## config.mk

```make
export PLATFORM = sky130hd
export DESIGN_NAME = alu_share_arbiter
export DESIGN_NICKNAME = d
export VERILOG_FILES = /design/src/rtl/y86_alu_pkg.sv /design/src/rtl/alu64_core.sv /design/src/rtl/alu_share_arbiter.sv
export SDC_FILE = /design/constraint.sdc
export NUM_CORES = 1
export LEC_CHECK = 0
export CAP_MARGIN = 20
export CORE_ASPECT_RATIO = 0.5
export CORE_MARGIN = 1
export CORE_UTILIZATION = 40
export DETAILED_ROUTE_END_ITERATION = 12
export MAX_ROUTING_LAYER = met4
export PLACE_DENSITY = 0.78
export SYNTH_ARGS = -nofsm -noshare
export SYNTH_HDL_FRONTEND = slang
export SYNTH_SLANG_ARGS = --single-unit
export TNS_END_PERCENT = 100
```

## constraint.sdc

```tcl
create_clock -name clk -period 4.08 [get_ports clk]
set_input_delay 0.816 -clock clk [delete_from_list [all_inputs] [get_ports clk]]
set_output_delay 0.816 -clock clk [all_outputs]
set_load 0.02 [all_outputs]
```

## src/rtl/y86_alu_pkg.sv

```systemverilog
// Shared definitions for the Y86-64 shared ALU slice:
// function codes, arbiter FSM states, condition-code bit positions.
package y86_alu_pkg;

  typedef enum logic [1:0] {
    ALU_ADD = 2'b00,
    ALU_SUB = 2'b01,
    ALU_AND = 2'b10,
    ALU_XOR = 2'b11
  } alu_fun_e;

  typedef enum logic [1:0] {
    ST_IDLE = 2'b00,
    ST_EXEC = 2'b01,
    ST_RESP = 2'b10
  } arb_state_e;

  localparam int CC_ZF = 2;
  localparam int CC_SF = 1;
  localparam int CC_OF = 0;

  function automatic logic [2:0] cc_pack(
    input logic zf,
    input logic sf,
    input logic of
  );
    logic [2:0] cc;
    cc        = '0;
    cc[CC_ZF] = zf;
    cc[CC_SF] = sf;
    cc[CC_OF] = of;
    return cc;
  endfunction

endpackage

```

## src/rtl/alu64_core.sv

```systemverilog
// Combinational W-bit Y86-64 ALU: ADD/SUB/AND/XOR with ZF/SF/OF.
// SUB shares the adder as a + ~b + 1.
module alu64_core
  import y86_alu_pkg::*;
#(
  parameter int W = 64
) (
  input  logic [1:0]   fun,
  input  logic [W-1:0] a,
  input  logic [W-1:0] b,
  output logic [W-1:0] result,
  output logic [2:0]   cc
);

  logic         is_add;
  logic         is_sub;
  logic         is_and;
  logic         is_xor;
  logic [W-1:0] bx;
  logic [W-1:0] sum;
  logic         of;

  always_comb begin
    is_add = (fun == ALU_ADD);
    is_sub = (fun == ALU_SUB);
    is_and = (fun == ALU_AND);
    is_xor = (fun == ALU_XOR);
    bx     = is_sub ? ~b : b;
    sum    = a + bx + W'(is_sub);
    result = '0;
    of     = 1'b0;
    unique case (1'b1)
      is_add: begin
        result = sum;
        of     = (a[W-1] == b[W-1]) &&
                 (sum[W-1] != a[W-1]);
      end
      is_sub: begin
        result = sum;
        of     = (a[W-1] != b[W-1]) &&
                 (sum[W-1] != a[W-1]);
      end
      is_and: result = a & b;
      is_xor: result = a ^ b;
      default: result = '0;
    endcase
    cc = cc_pack(result == '0, result[W-1], of);
  end

endmodule

```

## src/rtl/alu_share_arbiter.sv

```systemverilog
// Two-port arbiter in front of one shared Y86-64 ALU:
// grant, latch operands, execute one cycle, hold tagged response.
module alu_share_arbiter
  import y86_alu_pkg::*;
#(
  parameter int W          = 64,
  parameter bit PRIO_FIXED = 1'b0
) (
  input  logic         clk,
  input  logic         rst_n,
  input  logic         req0_valid,
  output logic         req0_ready,
  input  logic [W-1:0] req0_a,
  input  logic [W-1:0] req0_b,
  input  logic [1:0]   req0_fun,
  input  logic         req1_valid,
  output logic         req1_ready,
  input  logic [W-1:0] req1_a,
  input  logic [W-1:0] req1_b,
  input  logic [1:0]   req1_fun,
  output logic         rsp_valid,
  input  logic         rsp_ready,
  output logic         rsp_id,
  output logic [W-1:0] rsp_result,
  output logic [2:0]   rsp_cc
);

  arb_state_e   state;
  arb_state_e   state_nxt;
  logic         last_grant;
  logic [W-1:0] op_a;
  logic [W-1:0] op_b;
  logic [1:0]   op_fun;
  logic         op_id;

  logic         win;
  logic         pick1;
  logic         gnt0;
  logic         gnt1;
  logic         gnt;
  logic [W-1:0] alu_res;
  logic [2:0]   alu_cc;

  // Port 1 wins only when alone, or on its round-robin turn.
  always_comb begin
    win   = (state == ST_IDLE) ||
            ((state == ST_RESP) && rsp_ready);
    pick1 = req1_valid &&
            (!req0_valid ||
             (!PRIO_FIXED && !last_grant));
    gnt1  = win && pick1;
    gnt0  = win && req0_valid && !pick1;
    gnt   = gnt0 || gnt1;
  end

  assign req0_ready = gnt0;
  assign req1_ready = gnt1;

  always_comb begin
    state_nxt = state;
    unique case (state)
      ST_IDLE: if (gnt) state_nxt = ST_EXEC;
      ST_EXEC: state_nxt = ST_RESP;
      ST_RESP: begin
        if (rsp_ready)
          state_nxt = gnt ? ST_EXEC : ST_IDLE;
      end
      default: state_nxt = ST_IDLE;
    endcase
  end

  always_ff @(posedge clk or negedge rst_n) begin
    if (!rst_n) begin
      state      <= ST_IDLE;
      last_grant <= 1'b1;
    end else begin
      state <= state_nxt;
      if (gnt) last_grant <= gnt1;
    end
  end

  always_ff @(posedge clk or negedge rst_n) begin
    if (!rst_n) begin
      op_a   <= '0;
      op_b   <= '0;
      op_fun <= '0;
      op_id  <= 1'b0;
    end else if (gnt) begin
      op_a   <= gnt1 ? req1_a : req0_a;
      op_b   <= gnt1 ? req1_b : req0_b;
      op_fun <= gnt1 ? req1_fun : req0_fun;
      op_id  <= gnt1;
    end
  end

  alu64_core #(
    .W (W)
  ) u_alu (
    .fun    (op_fun),
    .a      (op_a),
    .b      (op_b),
    .result (alu_res),
    .cc     (alu_cc)
  );

  always_ff @(posedge clk or negedge rst_n) begin
    if (!rst_n) begin
      rsp_valid  <= 1'b0;
      rsp_id     <= 1'b0;
      rsp_result <= '0;
      rsp_cc     <= '0;
    end else if (state == ST_EXEC) begin
      rsp_valid  <= 1'b1;
      rsp_id     <= op_id;
      rsp_result <= alu_res;
      rsp_cc     <= alu_cc;
    end else if ((state == ST_RESP) && rsp_ready) begin
      rsp_valid  <= 1'b0;
    end
  end

endmodule

```

# --- Word-level counts from Yosys, hierarchy flattened ---
# Index checks and enable logic that the tools add are counted.
classes:
  add_sub_neg: 2
  n_eq_ne: 10
  n_mux: 12
  bitwise_logic: 3
  reduce_logical: 19
op_table:
  columns: ["op", "n"]
  rows:
  - ["$mux W64", 3]
  - ["$pmux W64 S3", 1]
  - ["$add A64 B1 Y64", 1]
  - ["$add A64 B64 Y64", 1]
  - ["$and A64 B64 Y64", 1]
  - ["$logic_not A64 Y1", 1]
  - ["$not A64 Y64", 1]
  - ["$xor A64 B64 Y64", 1]
  - ["$logic_and A1 B1 Y1", 7]
  - ["$eq A2 B2 Y1 const B", 3]
  - ["$mux W2", 3]
  - ["$pmux W2 S3", 1]
  - ["$eq A2 B1 Y1 const B", 2]
  - ["$logic_not A2 Y1", 2]
  - ["$ne A2 B2 Y1 const B", 2]
  - ["$logic_not A1 Y1", 3]
  - ["$logic_or A1 B1 Y1", 3]
  - ["$mux W1", 3]
  - ["$ne A1 B1 Y1", 2]
  - ["$pmux W1 S2", 1]
  - ["$reduce_and A2 Y1", 1]
  - ["$reduce_bool A2 Y1", 1]
  - ["$reduce_or A2 Y1", 1]
  - ["$eq A1 B1 Y1", 1]
word_totals:
  register_bits: 203
  inputBits: 265
  out_inout_bits: 71
  wordCells: 56

# --- Depth between registers and ports, before layout ---
logic_depth:
  ltp_word: 9
  depth_mapped: 19
  ltp_nobuf: 15

# --- Modules after synthesis ---
# From an unflattened synthesis, not the netlist that was laid out.
unflattened:
  cells_unflattened: 1791
  hier_area_um2: 16549.6
modules_own_cells:
  columns: ["mod", "instances", "cells_per_inst", "area_per_inst_um2", "seq_area_each_um2"]
  rows:
  - ["alu_share_arbiter", 1, 763, 9306.4, 5081.1]
  - ["alu64_core", 1, 1028, 7243.2, 0.0]

# --- Least setup slack after synthesis ---
# No wires, ideal clock.
synth_timing:
  path_type: "register to register"
  startpoint: "reg op_fun[1]"
  endpoint: "reg rsp_cc[2]"
  setup_ps: 104
  arrival_ps: 4207
  required_time_ps: 3976
  slack_ps: -231
  stages_incl_launch_ff: 20
  path_buffers: 4
  period_less_slack_ps: 4311
  cell_sequence: "dfrtp_1 nand2b_1 buf_4 buf_1 xnor2_1 ha_1 buf_4 nand4_4 or3_1 o22a_4 a2111oi_2 or2_1 buf_6 a31oi_4 xnor2_1 a21o_1 a2111o_1 nor4_2 nand4_1 o41ai_2"
synth_between:
  elab_chain_cells: 6
  elab_cells_between_ends: 10
  cone_classes: "add/sub: 2; eq/ne: 3; mux: 2; reduce/logical: 3"
synth_lines:
  columns: ["element", "line_no", "source"]
  rows:
  - ["from (decl)", "alu_share_arbiter.sv:33", "logic [1:0] op_fun;"]
  - ["from (signal assigned)", "alu_share_arbiter.sv:91", "op_fun <= gnt1 ? req1_fun : req0_fun;"]
  - ["$eq A2 B1 Y1", "alu64_core.sv:25", "is_sub = (fun == ALU_SUB);"]
  - ["$mux W64", "alu64_core.sv:28", "bx = is_sub ? ~b : b;"]
  - ["$add A64 B64 Y64", "alu64_core.sv:29", "sum = a + bx + W'(is_sub);"]
  - ["$add A64 B1 Y64", "alu64_core.sv:29", null]
  - ["$pmux W64 S3 (*)", "alu64_core.sv:32", "unique case (1'b1)"]
  - ["$logic_not A64 Y1 (*)", "alu64_core.sv:47", "cc = cc_pack(result == '0, result[W-1], of);"]
  - ["to (signal assigned)", "alu_share_arbiter.sv:116", "rsp_cc <= alu_cc;"]
  - ["to (decl)", "alu_share_arbiter.sv:25", "output logic [2:0] rsp_cc"]
# Every way passes the cells marked *; elsewhere a longest branch is shown, timed or not.
# A chain may end at the register's enable or synchronous reset.

# --- Worst setup path in the final report ---
# Same ends and word-level chain as after synthesis.

==> summary.md <==
| Metric | Value |
|---|---|
| Outcome | finished, violations left |
| Violations in the final reports | setup timing |
| Number of setup violations in the final report | 3 |
| Register-to-Register Setup Slack | -320 ps |
| DR vias/cell | around 5.5 |
| Seq cells post-synth | 202 |
| Count of input and output buffers | 335 |
| Chip Width | 286 microns |
| Source-to-sink clock delay at the later pin of the worst-skew pair | 550 ps |
| Number of antenna violations at the first check in global routing | 0 |
| CP startpoint kind | flip-flop |
| Number of flops mapped to enable cells by yosys | 0 |
| Part of the cycle the worst path needs | 1.08 |
| Worst hold margin | 388 ps |
| Gr ovfl total | 0 |
| Cell depth of the worst flop-to-flop path | 20 |
| Number of fill cells | ~3,300 |
| Type of the worst setup path | flip-flop to flip-flop |
| Number of pins exceeding their max-slew limit in the final report | 0 |
| Die Y | 144 microns |
| Maximum net fanout on the critical path | 7 |
| Full die area | about 40,000 sq um |
| Endpoint of the most critical setup path | rsp_cc[2]$_DFFE_PN0P_ |
| Syn Inst Count | 1,867 |
| Initial cell density of the core | 0.410 |
| Synthesis-to-layout area growth | 46.0% |
| CTS H-Tree Depth | 1 |
| Distinct cell type count after synthesis | 81 |
| Gr usage total | 0.285 |
| Placeable core region | 39,200 sq um |
| Sequential element share of the synthesized area | 0.314 |
| Clock buffer depth | 3 |
| Wire length of the first global-routing pass | 89,700 microns |
| Via count of the first global-routing pass | 15,900 |
| Setup TNS after final layout | -469 ps |
| Layout cell share with drive strength beyond 1 | 0.203 |
| Net count after synthesis | ~2,300 |
| Number of clock sinks | 202 |
| Max Clock Freq | around 230 MHz |
| Min-delay worst type | primary input to async pin |
| Required time of the critical path | 4500 ps |
| Share of flip-flops with an asynchronous set or reset after synthesis | 1.00 |
| Most frequent cells in the layout | buf_4, clkdlybuf4s50_1, nand2_1 |
| Final Util | 0.599 |
| Clock-pin slew reported for the worst setup and hold paths after clock tree synthesis | 70 ps |
| Final worst path period need | about 4400 ps |
| Hold-fix buffer count after cts | 0 |
| Initial DRC Count | 1,236 |
| TritonCTS clock tree | done |
| Fraction of synthesized cell area taken by the top area cell type | 0.313 |
| Clock skew | 28.8 ps |
| Number of top-level pins | roughly 340 |
| Number of synthesis warnings | 0 |
| Critical path arrival | 4820 ps |
| Worst slew pin tran | 945 ps |
| Buffer type at the clock tree root | clkbuf_16 |
| Crit. End Element | flip-flop |
| Avg Inst Size Synth | about 8.6 sq um |
| Final instance count without filler cells | 3,005 |
| Final ANT Viol Nets | 0 |
| Clock buffer count from CTS | 22 |
| Post-route DRC violation count | 0 |
| R2R Path Start | op_fun[1]$_DFFE_PN0P_ |
| Final net count | 2,861 |
| Largest net degree at the start of global routing | 136 |
| Startpoint of the most critical setup path | op_fun[1]$_DFFE_PN0P_ |
| Commonest non-fill, non-tap cell in the layout | buf_4 |
| Routed length per placed instance | just under 20 microns |
| Critical register-to-register path endpoint | rsp_cc[2]$_DFFE_PN0P_ |
| Unrepaired setup endpoints after global routing | true |
| Total count of hold-check failures in the final report | 0 |
| Largest cells by area after synthesis | dfrtp_1, mux2i_1, ha_1, o21ai_0, nand2_1 |
| Largest area contributor in the synthesized netlist | dfrtp_1 |
| Number of placement rows | 51 |
| Commonest register cell after synthesis | dfrtp_1 |
| Number of iterations in the first detailed-routing pass | 5 |
| Antenna diode count | 0 |
| Routed vias | around 17,000 |
| Setup slack after layout | -318 ps |
| HPWL after DPL | 45,400 microns |
| Gpl congestion | 1.03 |
| Summed instance area of the synthesized netlist | 16,100 sq um |
| # placed instances | 2,933 |
| Worst relative slew slack | 0.370 |
| Sum of routed wire length over all layers | 58,600 microns |
| Number of maximum-capacitance violations | 0 |
cell usage after synthesis, drive strengths merged (16+ instances only):
cell	count
nand4	38
buf	49
mux2	28
o21a	18
ha	135
xnor2	85
inv	16
nor2	97
nor3	21
clkbuf	74
a211oi	21
o211ai	16
a31oi	21
a21o	32
dfrtp	201
a21oi	105
xor2	17
o21ai	239
nand2	300
mux2i	176
worst min path at each step:
stage                                      end  slack (ps)  cells past startpoint
finish                    op_a[13]$_DFFE_PN0P_         390                      1
global route              op_a[13]$_DFFE_PN0P_         460                      1
CTS                 rsp_result[18]$_DFFE_PN0P_         420                      1
detailed placement      last_grant$_DFFE_PN1P_         460                      2
global placement        last_grant$_DFFE_PN1P_         450                      2
floorplan               last_grant$_DFFE_PN1P_         440                      2
repair_timing:
action / CTS / global route
cloned: 0 / 0
gates resized for setup: 41 / 45
pin swaps: 22 / 25
endpoints found under the setup margin: 5 / 6
buffers inserted: 9 / 24
critical path, cell delays in order (launching register included):
cell and delay (ps):
dfrtp_2 410, nand2b_4 200, buf_12 160, buf_8 150, buf_4 140, xnor2_2 160
ha_1 240, a21oi_2 190, buf_4 130, o21bai_1 50, a21oi_1 190, o21ai_0 210
or4_4 560, a21oi_2 210, o21ai_2 120, a41o_1 270, o211a_1 120, a211oi_1 260
buf_4 170, nand4_1 130, o41ai_2 210
layer usage:
metal  vias to the layer above  global-route usage  share of wire
met2                       551               0.459           0.46
met3                       102              0.0452          0.067
met4                         0              0.0667          0.025
met1                      7970               0.378           0.45
li1                       7942                   -              -
met5                         -                   -              0
flip-flops by register name (all words and copies together), names as in the netlist:
register	count
rsp_cc	3
op_fun	2
rsp_valid	1
rsp_result	63
op_a	64
op_b	64
op_id	1
last_grant	1
rsp_id	1
state	2
area by class of cell:
cell class / count / area (sq um) / area share
multi-input cells: 1524 / 10800 / 0.458
repair buffers: 692 / 6160 / 0.262
flip-flops and latches: 202 / 5060 / 0.215
well taps: 530 / 663 / 0.0282
clock buffers: 29 / 638 / 0.0272
clock inverters: 10 / 146 / 0.00623
inverters: 18 / 72.6 / 0.00309
logic make-up (layout without fill, tap and decap cells):
logic type	after synthesis	in the layout	share of synthesized area
mux	204	204	0.129
xor+xnor	102	102	0.0555
buf+inv	141	749	0.0371
flops	202	202	0.314
compound gates	525	525	0.201
simple gates	557	557	0.157
fa+ha+maj	136	136	0.106
per-stage QoR:
stage,setup WS [ps],cell area [sq um]
floorplan,23.5,16100
global placement,-361,22100
detailed placement,-449,22100
CTS,-238,23100
global route,-552,23500
finish,-318,23500
Power is not shown: default switching activity piles up to over one toggle a cycle in this logic, so the estimate is an artifact.
